===== src/rtl/pokey_poly_ctrl_if.sv =====
// Register-file / noise-mux side of the POKEY poly sequencer.
// The master drives SKCTL/AUDCTL/RANDOM-read controls; the slave returns the poly outputs.
interface pokey_poly_ctrl_if;
    logic       skctl_init;
    logic       poly9_sel;
    logic       rnd_rd;
    logic       poly4_enable;
    logic       poly4_init;
    logic       poly5_bit;
    logic       poly17_bit;
    logic [7:0] random_q;
    logic [1:0] ctrl_state;

    modport master (
        output skctl_init, poly9_sel, rnd_rd,
        input  poly4_enable, poly4_init, poly5_bit, poly17_bit, random_q, ctrl_state
    );

    modport slave (
        input  skctl_init, poly9_sel, rnd_rd,
        output poly4_enable, poly4_init, poly5_bit, poly17_bit, random_q, ctrl_state
    );
endinterface


===== src/rtl/pokey_poly_ctrl.sv =====
// POKEY poly tick divider, 5-bit and 9/17-bit noise polys, SKCTL init/flush FSM, RANDOM capture.
// Optional macro POKEY_POLY_FREEZE_EN adds a freeze input that stalls the tick.
module pokey_poly_ctrl #(
    parameter int unsigned CE_DIV      = 1,
    parameter int unsigned FLUSH_TICKS = 4
) (
    input  logic clk,
    input  logic reset,
    input  logic ce,
`ifdef POKEY_POLY_FREEZE_EN
    input  logic freeze,
`endif
    pokey_poly_ctrl_if.slave bus
);

    typedef enum logic [1:0] {
        ST_RUN   = 2'd0,
        ST_INIT  = 2'd1,
        ST_FLUSH = 2'd2
    } state_t;

    state_t      state_q, state_d;
    logic [3:0]  div_cnt_q, div_cnt_d;
    logic [3:0]  flush_cnt_q, flush_cnt_d;
    logic [4:0]  poly5_q, poly5_d;
    logic [16:0] poly17_q, poly17_d;
    logic [7:0]  random_q_q, random_q_d;

    logic frz;
    logic tick;
    logic init_act;
    logic fb5, fb9, fb17;

`ifdef POKEY_POLY_FREEZE_EN
    assign frz = freeze;
`else
    assign frz = 1'b0;
`endif

    assign tick     = ce & ~frz & (div_cnt_q == 4'(CE_DIV - 1));
    assign init_act = (state_q != ST_RUN);

    // Init forces zero feedback so the polys flush to all-zero while ticks keep running.
    assign fb5  = ~(poly5_q[2]  ^ poly5_q[0])  & ~init_act;
    assign fb17 = ~(poly17_q[5] ^ poly17_q[0]) & ~init_act;
    assign fb9  = ~(poly17_q[4] ^ poly17_q[0]) & ~init_act;

    always_comb begin
        div_cnt_d  = div_cnt_q;
        poly5_d    = poly5_q;
        poly17_d   = poly17_q;
        random_q_d = random_q_q;

        if (ce && !frz) begin
            div_cnt_d = tick ? '0 : div_cnt_q + 4'd1;
        end

        if (tick) begin
            poly5_d = {fb5, poly5_q[4:1]};
            if (bus.poly9_sel) begin
                poly17_d = {fb9, poly17_q[16:10], fb9, poly17_q[8:1]};
            end else begin
                poly17_d = {fb17, poly17_q[16:1]};
            end
        end

        if (bus.rnd_rd) begin
            random_q_d = poly17_q[16:9];
        end
    end

    always_comb begin
        state_d     = state_q;
        flush_cnt_d = flush_cnt_q;
        case (state_q)
            ST_RUN: begin
                if (bus.skctl_init) state_d = ST_INIT;
            end
            ST_INIT: begin
                if (!bus.skctl_init) begin
                    state_d     = ST_FLUSH;
                    flush_cnt_d = '0;
                end
            end
            ST_FLUSH: begin
                if (bus.skctl_init) begin
                    state_d = ST_INIT;
                end else if (tick) begin
                    if (flush_cnt_q == 4'(FLUSH_TICKS - 1)) begin
                        state_d = ST_RUN;
                    end else begin
                        flush_cnt_d = flush_cnt_q + 4'd1;
                    end
                end
            end
            default: state_d = ST_RUN;
        endcase
    end

    always_ff @(posedge clk or posedge reset) begin
        if (reset) begin
            state_q     <= ST_RUN;
            flush_cnt_q <= '0;
        end else begin
            state_q     <= state_d;
            flush_cnt_q <= flush_cnt_d;
        end
    end

    always_ff @(posedge clk or posedge reset) begin
        if (reset) begin
            div_cnt_q  <= '0;
            poly5_q    <= '0;
            poly17_q   <= '0;
            random_q_q <= '0;
        end else begin
            div_cnt_q  <= div_cnt_d;
            poly5_q    <= poly5_d;
            poly17_q   <= poly17_d;
            random_q_q <= random_q_d;
        end
    end

    assign bus.poly4_enable = tick;
    assign bus.poly4_init   = init_act;
    assign bus.poly5_bit    = poly5_q[0];
    assign bus.poly17_bit   = poly17_q[0];
    assign bus.random_q     = random_q_q;
    assign bus.ctrl_state   = state_q;

endmodule


===== src/flat_wrapper.sv =====
// flat-port wrapper written by rule: the top's interface ports become plain ports
module pokey_poly_ctrl_flat 
#(
    parameter int unsigned CE_DIV      = 1,
    parameter int unsigned FLUSH_TICKS = 4
)
  (clk, reset, ce, bus_skctl_init, bus_poly9_sel, bus_rnd_rd, bus_poly4_enable, bus_poly4_init, bus_poly5_bit, bus_poly17_bit, bus_random_q, bus_ctrl_state);
  pokey_poly_ctrl_if bus_i ();
  input  logic clk;
  input  logic reset;
  input  logic ce;
  input wire logic [$bits(bus_i.skctl_init)-1:0] bus_skctl_init;
  input wire logic [$bits(bus_i.poly9_sel)-1:0] bus_poly9_sel;
  input wire logic [$bits(bus_i.rnd_rd)-1:0] bus_rnd_rd;
  output wire logic [$bits(bus_i.poly4_enable)-1:0] bus_poly4_enable;
  output wire logic [$bits(bus_i.poly4_init)-1:0] bus_poly4_init;
  output wire logic [$bits(bus_i.poly5_bit)-1:0] bus_poly5_bit;
  output wire logic [$bits(bus_i.poly17_bit)-1:0] bus_poly17_bit;
  output wire logic [$bits(bus_i.random_q)-1:0] bus_random_q;
  output wire logic [$bits(bus_i.ctrl_state)-1:0] bus_ctrl_state;
  assign bus_i.skctl_init = bus_skctl_init;
  assign bus_i.poly9_sel = bus_poly9_sel;
  assign bus_i.rnd_rd = bus_rnd_rd;
  assign bus_poly4_enable = bus_i.poly4_enable;
  assign bus_poly4_init = bus_i.poly4_init;
  assign bus_poly5_bit = bus_i.poly5_bit;
  assign bus_poly17_bit = bus_i.poly17_bit;
  assign bus_random_q = bus_i.random_q;
  assign bus_ctrl_state = bus_i.ctrl_state;
  pokey_poly_ctrl #(.CE_DIV(CE_DIV), .FLUSH_TICKS(FLUSH_TICKS)) u_core (.clk(clk), .reset(reset), .ce(ce), .bus(bus_i));
endmodule

===== config.mk =====
export PLATFORM = sky130hd
export DESIGN_NAME = pokey_poly_ctrl_flat
export DESIGN_NICKNAME = d
export VERILOG_FILES = /design/src/rtl/pokey_poly_ctrl_if.sv /design/src/rtl/pokey_poly_ctrl.sv /design/src/flat_wrapper.sv
export SDC_FILE = /design/constraint.sdc
export NUM_CORES = 1
export LEC_CHECK = 0
export ABC_AREA = 1
export BUFFER_PORTS_ARGS = -buffer_cell sky130_fd_sc_hd__buf_2
export CAP_MARGIN = 20
export CORE_MARGIN = 1
export CORE_UTILIZATION = 35
export CTS_CLUSTER_DIAMETER = 200
export DETAILED_ROUTE_END_ITERATION = 16
export PLACE_DENSITY_LB_ADDON = 0.2
export SLEW_MARGIN = 20
export SYNTH_ARGS = -nofsm -noshare
export SYNTH_HDL_FRONTEND = slang
export SYNTH_SLANG_ARGS = --single-unit

===== constraint.sdc =====
create_clock -name clk -period 1.8 [get_ports clk]
set_clock_uncertainty 0.1 [all_clocks]
set_input_delay 0.36 -clock clk [delete_from_list [all_inputs] [get_ports clk]]
set_output_delay 0.36 -clock clk [all_outputs]
set_load 0.05 [all_outputs]

==> results of run 1 <==
## per-stage QoR
stage	setup slack (ns)	power, mW	instance area [um2]
2_1_floorplan	0.171	2.24	1750
3_3_place_gp	0.183	2.46	1920
3_5_place_dp	0.170	2.47	1920
4_1_cts	0.0246	3.09	2040
5_1_grt	-0.00149	3.32	2060
6_report	0.0812	3.08	2060
## cell usage in the layout, fill, tap and decap left out
cell                             n
sky130_fd_sc_hd__a21oi_1        12
sky130_fd_sc_hd__buf_12          1
sky130_fd_sc_hd__buf_2          18
sky130_fd_sc_hd__buf_4           6
sky130_fd_sc_hd__buf_8           1
sky130_fd_sc_hd__clkbuf_8        5
sky130_fd_sc_hd__clkinv_2        2
sky130_fd_sc_hd__clkinv_4        1
sky130_fd_sc_hd__dfrtp_1        40
sky130_fd_sc_hd__dlygate4sd3_1   1
sky130_fd_sc_hd__ha_1            2
sky130_fd_sc_hd__ha_4            1
sky130_fd_sc_hd__inv_1          21
sky130_fd_sc_hd__inv_2           2
sky130_fd_sc_hd__mux2_2          2
sky130_fd_sc_hd__nand2_1        54
sky130_fd_sc_hd__nand2_2         1
sky130_fd_sc_hd__nand2_4         1
sky130_fd_sc_hd__nand3_1         9
sky130_fd_sc_hd__nand3_2         2
sky130_fd_sc_hd__nand4_1         1
sky130_fd_sc_hd__nor2_1         16
sky130_fd_sc_hd__nor2_4          1
sky130_fd_sc_hd__o21ai_0        18
sky130_fd_sc_hd__or2_2           1
sky130_fd_sc_hd__xnor2_1         2
sky130_fd_sc_hd__xor2_1          1
## worst max-delay path by stage
stage,start,end,slack (ns),depth (start not counted)
2_1_floorplan,u_core.bus.ctrl_state[1],u_core.poly17_q[16],0.17,7
3_3_place_gp,u_core.div_cnt_q[0],bus_poly4_enable,0.18,5
3_5_place_dp,u_core.div_cnt_q[0],bus_poly4_enable,0.17,5
4_1_cts,u_core.div_cnt_q[1],bus_poly4_enable,0.02,5
5_1_grt,u_core.div_cnt_q[1],bus_poly4_enable,-0.001,5
6_report,u_core.div_cnt_q[1],bus_poly4_enable,0.08,5
## timing repair
item                                   CTS  global route
setup buffers                            0             2
endpoints found under the hold margin    4             0
resized for setup                        6             1
hold buffers                             1             0
pin swaps                                1             2
setup endpoints to repair                1             1
## cell usage after synthesis
master / count / area (um2)
sky130_fd_sc_hd__nand2_1: 54 / 203
sky130_fd_sc_hd__dfrtp_1: 40 / 1000
sky130_fd_sc_hd__inv_1: 23 / 86.3
sky130_fd_sc_hd__o21ai_0: 18 / 90.1
sky130_fd_sc_hd__nor2_1: 16 / 60.1
sky130_fd_sc_hd__a21oi_1: 12 / 60.1
sky130_fd_sc_hd__nand3_1: 9 / 45.0
sky130_fd_sc_hd__buf_6: 3 / 33.8
sky130_fd_sc_hd__ha_1: 3 / 37.5
sky130_fd_sc_hd__buf_2: 2 / 10.0
sky130_fd_sc_hd__mux2_2: 2 / 22.5
sky130_fd_sc_hd__nand3_2: 2 / 20.0
sky130_fd_sc_hd__xnor2_1: 2 / 17.5
sky130_fd_sc_hd__buf_8: 1 / 15.0
sky130_fd_sc_hd__nand2_2: 1 / 6.26
sky130_fd_sc_hd__nand2_4: 1 / 11.3
sky130_fd_sc_hd__nand4_1: 1 / 6.26
sky130_fd_sc_hd__nor2_4: 1 / 11.3
sky130_fd_sc_hd__or2_2: 1 / 6.26
sky130_fd_sc_hd__xor2_1: 1 / 8.76
## cell type report
type                            instances  area [um2]  share of cell area
Inverter                               23        86.3              0.0420
Timing Repair Buffer                   27         180              0.0876
Clock buffer                            5        68.8              0.0335
Multi-Input combinational cell        124         618               0.300
Sequential cell                        40        1000               0.487
Clock inverter                          3        18.8             0.00912
Tap cell                               67        83.8              0.0408
## state kept, by name, summed over array words and instances, names as in the netlist
signal,cells
u_core.bus.ctrl_state,2
u_core.poly5_q,5
u_core.bus.random_q,8
u_core.div_cnt_q,4
u_core.poly17_q,17
u_core.flush_cnt_q,4
## per-layer routing
layer  global-route usage  vias to the layer above
li1                     -                      661
met1                0.172                      573
met2                0.206                       17
met3               0.0345                        5
met4               0.0588                        0
met5                    0                        -
## power by group
part           switching [mW]  internal [mW]
logic                   0.732          0.342
registers               0.192           1.23
clock network           0.308          0.270
## cells by family after synthesis
kind of cell    share of synthesized area
simple gates                        0.211
flops                               0.571
compound gates                     0.0857
buf+inv                            0.0829
xor+xnor                           0.0150
fa+ha+maj                          0.0214
mux                                0.0129
## critical path, stage by stage, from the launching register on
cell and delay, ns:
sky130_fd_sc_hd__dfrtp_1 0.41, sky130_fd_sc_hd__inv_2 0.08, sky130_fd_sc_hd__ha_4 0.14, sky130_fd_sc_hd__nand2_4 0.05, sky130_fd_sc_hd__nor2_4 0.12, sky130_fd_sc_hd__buf_8 0.16
==> metrics list, run 1 <==
- Average cell area after synthesis: ~9.1 um2
- Number of placed cells counting well taps: between 200 and 300
- In this run the clock root is driven by a sky130_fd_sc_hd__clkbuf_8.
- The worst pin sits at a relative slew slack of 0.764.
* TritonCTS clock tree: yes
* Leakage power: ~1.0 nW
* Iteration-0 DRC Markers: 86
- The endpoint identified for the worst register-to-register timing path is u_core.bus.ctrl_state[1].
- Final hold viol count: 0
- Total setup violations reported at the end of the flow: 0
* Number of top-level pins: 20
- Part of the Yosys area used for sequential elements: 0.571
- All-layer global routing usage: 0.132
* Number of sinks driven by the clock tree: 40
* Horizontal die dimension: 72.7 um
- Number of register bits inferred by synthesis: 40
- The final max-slew violation count came to 0.
- Derived from the worst setup path, the maximum achievable clock frequency is 582 MHz.
* Type of destination of the critical path: primary output
- Number of cells on the worst hold path: 3
- The count of buffers added on input and output ports is 19.
- Hold wc startpoint: bus_skctl_init
- Counting every net in the synthesized netlist gives 202.
* Max H-tree Level: 2
- Initial antenna violation count: 0
- In the final design database the tool counted 230 nets.
* Share of the cycle needed by the critical path after routing: 0.955
- Number of max-capacitance violations reported: 0
- Site row count: 25
* Maximum vdd ir drop: 0.000510 V
- After detailed routing, the wire length on met1 is 1550 um.
* Data arrival time of the critical path: 1.26 ns
* Maximum number of pins on one net before global-route repair: 37
- Routed len/inst: 10.5 um
* Clock transition time at the flip-flop clock pins of the worst setup and hold paths: 0.07 ns
- Cell area after synthesis: 0.00175 mm2
- The flow ran to the end, and the final reports show no timing, DRC or antenna violations.
* Required time worst endpoint: approximately 1.3 ns
* Detailed-router iteration count before antenna repair: 6
* Total via count after detailed routing: 1,256
- Class of the tightest hold or removal check: primary input to flop
- Power density normalized to cell area: 1500 mW/mm2
- Final worst path period need: 1.72 ns
- Full die area: approximately 0.0053 mm2
- The worst setup path is launched from a flop.
- Total Negative Setup Slacks: 0 ns
* Y dimension of the die: 72.7 um
- After detailed routing, the total wire length is 3040 um.
- Counting every instance in the synthesized netlist gives 193.
- Cts bufs inserted: 5
- For this run, design rule violations remaining after detail routing come to 0.
- For the pin with the worst max-slew slack, the measured transition is 0.354 ns.
- In this run, distinct cell masters in the synthesized netlist total 20.
* Longest Clk Path Bufs: 2
- In this run the worst path has a maximum fanout of 3.
- Total length of routed met2 wires: 1340 um
- Fill cell total of the finished layout: 496
- Global-route congestion overflow total: 0
- The path with the worst hold slack has its endpoint at u_core.bus.ctrl_state[0].
- Excluding fillers, the count of instances in the completed layout stands at ~290.
* Detailed placer's ending HPWL: 2150 um
* Origin of the critical flop-to-flop path: u_core.div_cnt_q[1]
* Signed area change from the synthesized netlist to the final layout: 17.4%
* Number of cell instances on the worst register-to-register path: 6
* Top layer in use: met4
- The number of global-route vias before repair came to 1,181.
* Fraction of layout cells with a size suffix above 1: 0.203
- The critical path is of the flop to primary output type.
- Wire segments on met3 add up to approximately 120 um in the final route.
- Wire length of the first global-routing pass: 5250 um
- Setup slack of the worst register-to-register path: 0.22 ns
- Final design utilization: 0.433
- Hold slack: 0.217 ns
* Clock Latency Late Sink: around 0.29 ns
- DRT antenna net count: 0
- After detailed routing, the number of vias per cell comes to 4.35.
- The congestion estimate from routability-driven global placement came to 0.780.
- Yosys warnings: 0
* Initial cell density of the core: 0.368
* Placeable Area: about 0.0048 mm2
- The repair_antennas step left the layout with diodes totalling 0.
No activity file was read; power rests on OpenSTA's default activity.
==> run 2, diff against run 1 <==
--- a/config.mk
+++ b/config.mk
@@ -10,6 +10,7 @@
 export CAP_MARGIN = 20
 export CORE_MARGIN = 1
 export CORE_UTILIZATION = 35
+export CTS_BUF_LIST = sky130_fd_sc_hd__clkbuf_16
 export CTS_CLUSTER_DIAMETER = 200
 export DETAILED_ROUTE_END_ITERATION = 16
 export PLACE_DENSITY_LB_ADDON = 0.2
==> metrics list, run 2 (same netlist as run 1, synthesis figures left out) <==
* Type of destination of the critical path: primary output
- TritonCTS built the clock tree.
* Standard cell with the maximum stage delay on the critical path: sky130_fd_sc_hd__dfrtp_1
- Detailed placer's ending HPWL: 2150 um
- Crit Path Category: flop to primary output
* Maximum vdd ir drop: 0.000505 V
* Cts bufs inserted: 5
- Kind of start point of the critical path: flop
- Number of max-capacitance violations reported: 0
* Ant diodes: 0
* CP Max Fanout: 3
* Number of cell instances on the worst register-to-register path: 9
* Share of the cycle needed by the critical path after routing: 0.953
* Detailed-router iteration count before antenna repair: 4
* Fill cell total of the finished layout: 492
- In this run the vertical extent of the chip is 72.7 um.
* Required time worst endpoint: 1.34 ns
- Global-route congestion overflow total: 0
- PortBufs: 19
- The startpoint identified for the worst register-to-register timing path is u_core.div_cnt_q[0].
- Final worst path period need: around 1.7 ns
- Placeable Area: 0.00475 mm2
- Entering global routing, the biggest net connects 37 pins.
* Final hold viol count: 0
* Worst-Margin Slew: ~0.35 ns
- Setup repair after global routing missed its margin: no
- The critical path goes through inv_2 > ha_4 > nand2_4 > nor2_4 > buf_8.
* Number of design rule violations left after detail routing: 0
- In the global route stage, overall resource usage came out at 0.138.
* Number of sinks driven by the clock tree: 40
- The first global-routing pass estimated roughly 5400 um of wire.
* Power density normalized to cell area: 1590 mW/mm2
* Reg2Reg Capture Point: u_core.flush_cnt_q[2]
- Leakage power: 1.06 nW
- Total length of routed met2 wires: ~1400 um
* Design area: 0.00210 mm2
* Run status: completed
* Clock Latency Late Sink: a little under 0.3 ns
* Clock transition time at the flip-flop clock pins of the worst setup and hold paths: 0.05 ns
- Of the cells placed in the final design, the portion with a size suffix greater than 1 is 0.195.
- The register with the most flip-flops in the layout has 17 of them.
- Data arrival time of the critical path: approximately 1.3 ns
- Using the TritonRoute via totals, the vias-per-cell ratio works out to between 4 and 5.
- After the first detailed-routing iteration, the DRC count stood at 90.
- GPL Wtd Cong: approximately 0.78
* Crit path capture: bus_poly4_enable
* Sum of buffers and inverters on the critical path: 2
* Levels on crit path: 5
- Signal routing reaches up to met4.
- At the end of the flow, the number of nets in the layout was about 230.
- The final max-slew violation count is 0.
- In this run the register-to-register setup slack is 0.27 ns.
- Routed len/inst: roughly 11 um
* Post-place instance area: slightly below 0.002 mm2
* Site row count: 25
* Number of top-level pins: 20
* Remaining max-slew budget at the tightest pin: 0.764
- The register with the most flip-flops in the final layout is u_core.poly17_q.
- Number of global-route vias before repair: 1,196
- The number of antenna violations at the first check in global routing is 0.
* Final design utilization: 0.441
- The clock passes through at most 2 buffers.
- In this design, the largest share of critical-path delay is due to flip-flops.
* Maximum clock frequency: slightly below 600 MHz
* Max H-tree Level: 2
- The routed design uses 103 um of met3 wire.
- On the worst path, the slowest cell contributes a delay of 0.41 ns.
* Total Negative Setup Slacks: 0 ns
- Total setup violations reported at the end of the flow: 0
- Class of the tightest hold or removal check: primary input to flop
- The count of nets left with antenna violations once routing finished came out at 0.
- In the layout the commonest cells are sky130_fd_sc_hd__nand2_1 (54), sky130_fd_sc_hd__dfrtp_1 (40), sky130_fd_sc_hd__inv_1 (21), sky130_fd_sc_hd__o21ai_0 (18), sky130_fd_sc_hd__buf_2 (18).
- Clock root buffer: sky130_fd_sc_hd__clkbuf_16
- Met1 Routed Length: 1530 um
* Full die area: 0.00529 mm2
- Horizontal die dimension: between 70 and 80 um
- The routed design has 3090 um of wire.
- For this block, the via count after detailed routing is between 1,000 and 1,500.
- The library cell used most frequently in the layout, excluding fill and tap cells, is sky130_fd_sc_hd__nand2_1.
* Initial cell density of the core: 0.368
- Relative to the synthesized area, the layout overhead comes to 19.8%.
* Crit path from: u_core.div_cnt_q[0]
run 2: cell types whose count changed in the layout (fill, tap and decap cells not counted), sizes merged:
| cell | delta |
|---|---|
| buf | -2 |
run 2: how the worst min path moves through the flow:
stage                     depth (start not counted)  slack, ns                       end          startpoint
after floorplan                                   2       0.34        u_core.poly17_q[1]  u_core.poly17_q[1]
after global placement                            2       0.19     u_core.flush_cnt_q[1]               reset
after detailed placement                          2       0.19     u_core.flush_cnt_q[1]               reset
after CTS                                         3       0.22  u_core.bus.ctrl_state[0]      bus_skctl_init
after global routing                              3       0.25  u_core.bus.ctrl_state[0]      bus_skctl_init
final                                             3       0.23  u_core.bus.ctrl_state[0]      bus_skctl_init
run 2: area by class of cell:
class / instances / area, um2 / share of cell area
inverters: 23 / 86.3 / 0.0411
multi-input cells: 124 / 618 / 0.295
flip-flops and latches: 40 / 1000 / 0.477
repair buffers: 25 / 165 / 0.0787
clock buffers: 5 / 125 / 0.0596
well taps: 67 / 83.8 / 0.0400
clock inverters: 3 / 18.8 / 0.00894
run 2: tightest hold or removal path, cell delays in order:
cell and delay, ns:
sky130_fd_sc_hd__buf_2 0.10, sky130_fd_sc_hd__inv_1 0.06, sky130_fd_sc_hd__a21oi_1 0.04
run 2: power breakdown:
part | internal, mW | switching [mW]
Combinational | 0.327 | 0.728
Clock | 0.510 | 0.350
Sequential | 1.23 | 0.194
Total | 2.07 | 1.27
run 2: through the flow:
stage | hold slack [ns] | total power, mW | worst slack [ns] | instances
global route | 0.249 | 3.59 | 0.0147 | 287
CTS | 0.225 | 3.38 | 0.00422 | 287
detailed placement | 0.193 | 2.47 | 0.170 | 278
finish | 0.227 | 3.34 | 0.0842 | 287
floorplan | 0.342 | 2.24 | 0.171 | 193
global placement | 0.194 | 2.46 | 0.183 | 278
run 2: routing by layer:
metal | track usage | vias up
li1 | - | 659
met2 | 0.206 | 17
met3 | 0.0304 | 8
met5 | 0 | -
met4 | 0.0915 | 0
met1 | 0.179 | 560
run 2: timing repair:
item / 4_1_cts / 5_1_grt
resized for setup: 4 / 3
pin swaps: 1 / 1
setup endpoints to repair: 1 / 1
buffers inserted: 0 / 0
hold buffers: 1 / 0
endpoints found under the hold margin: 4 / 0
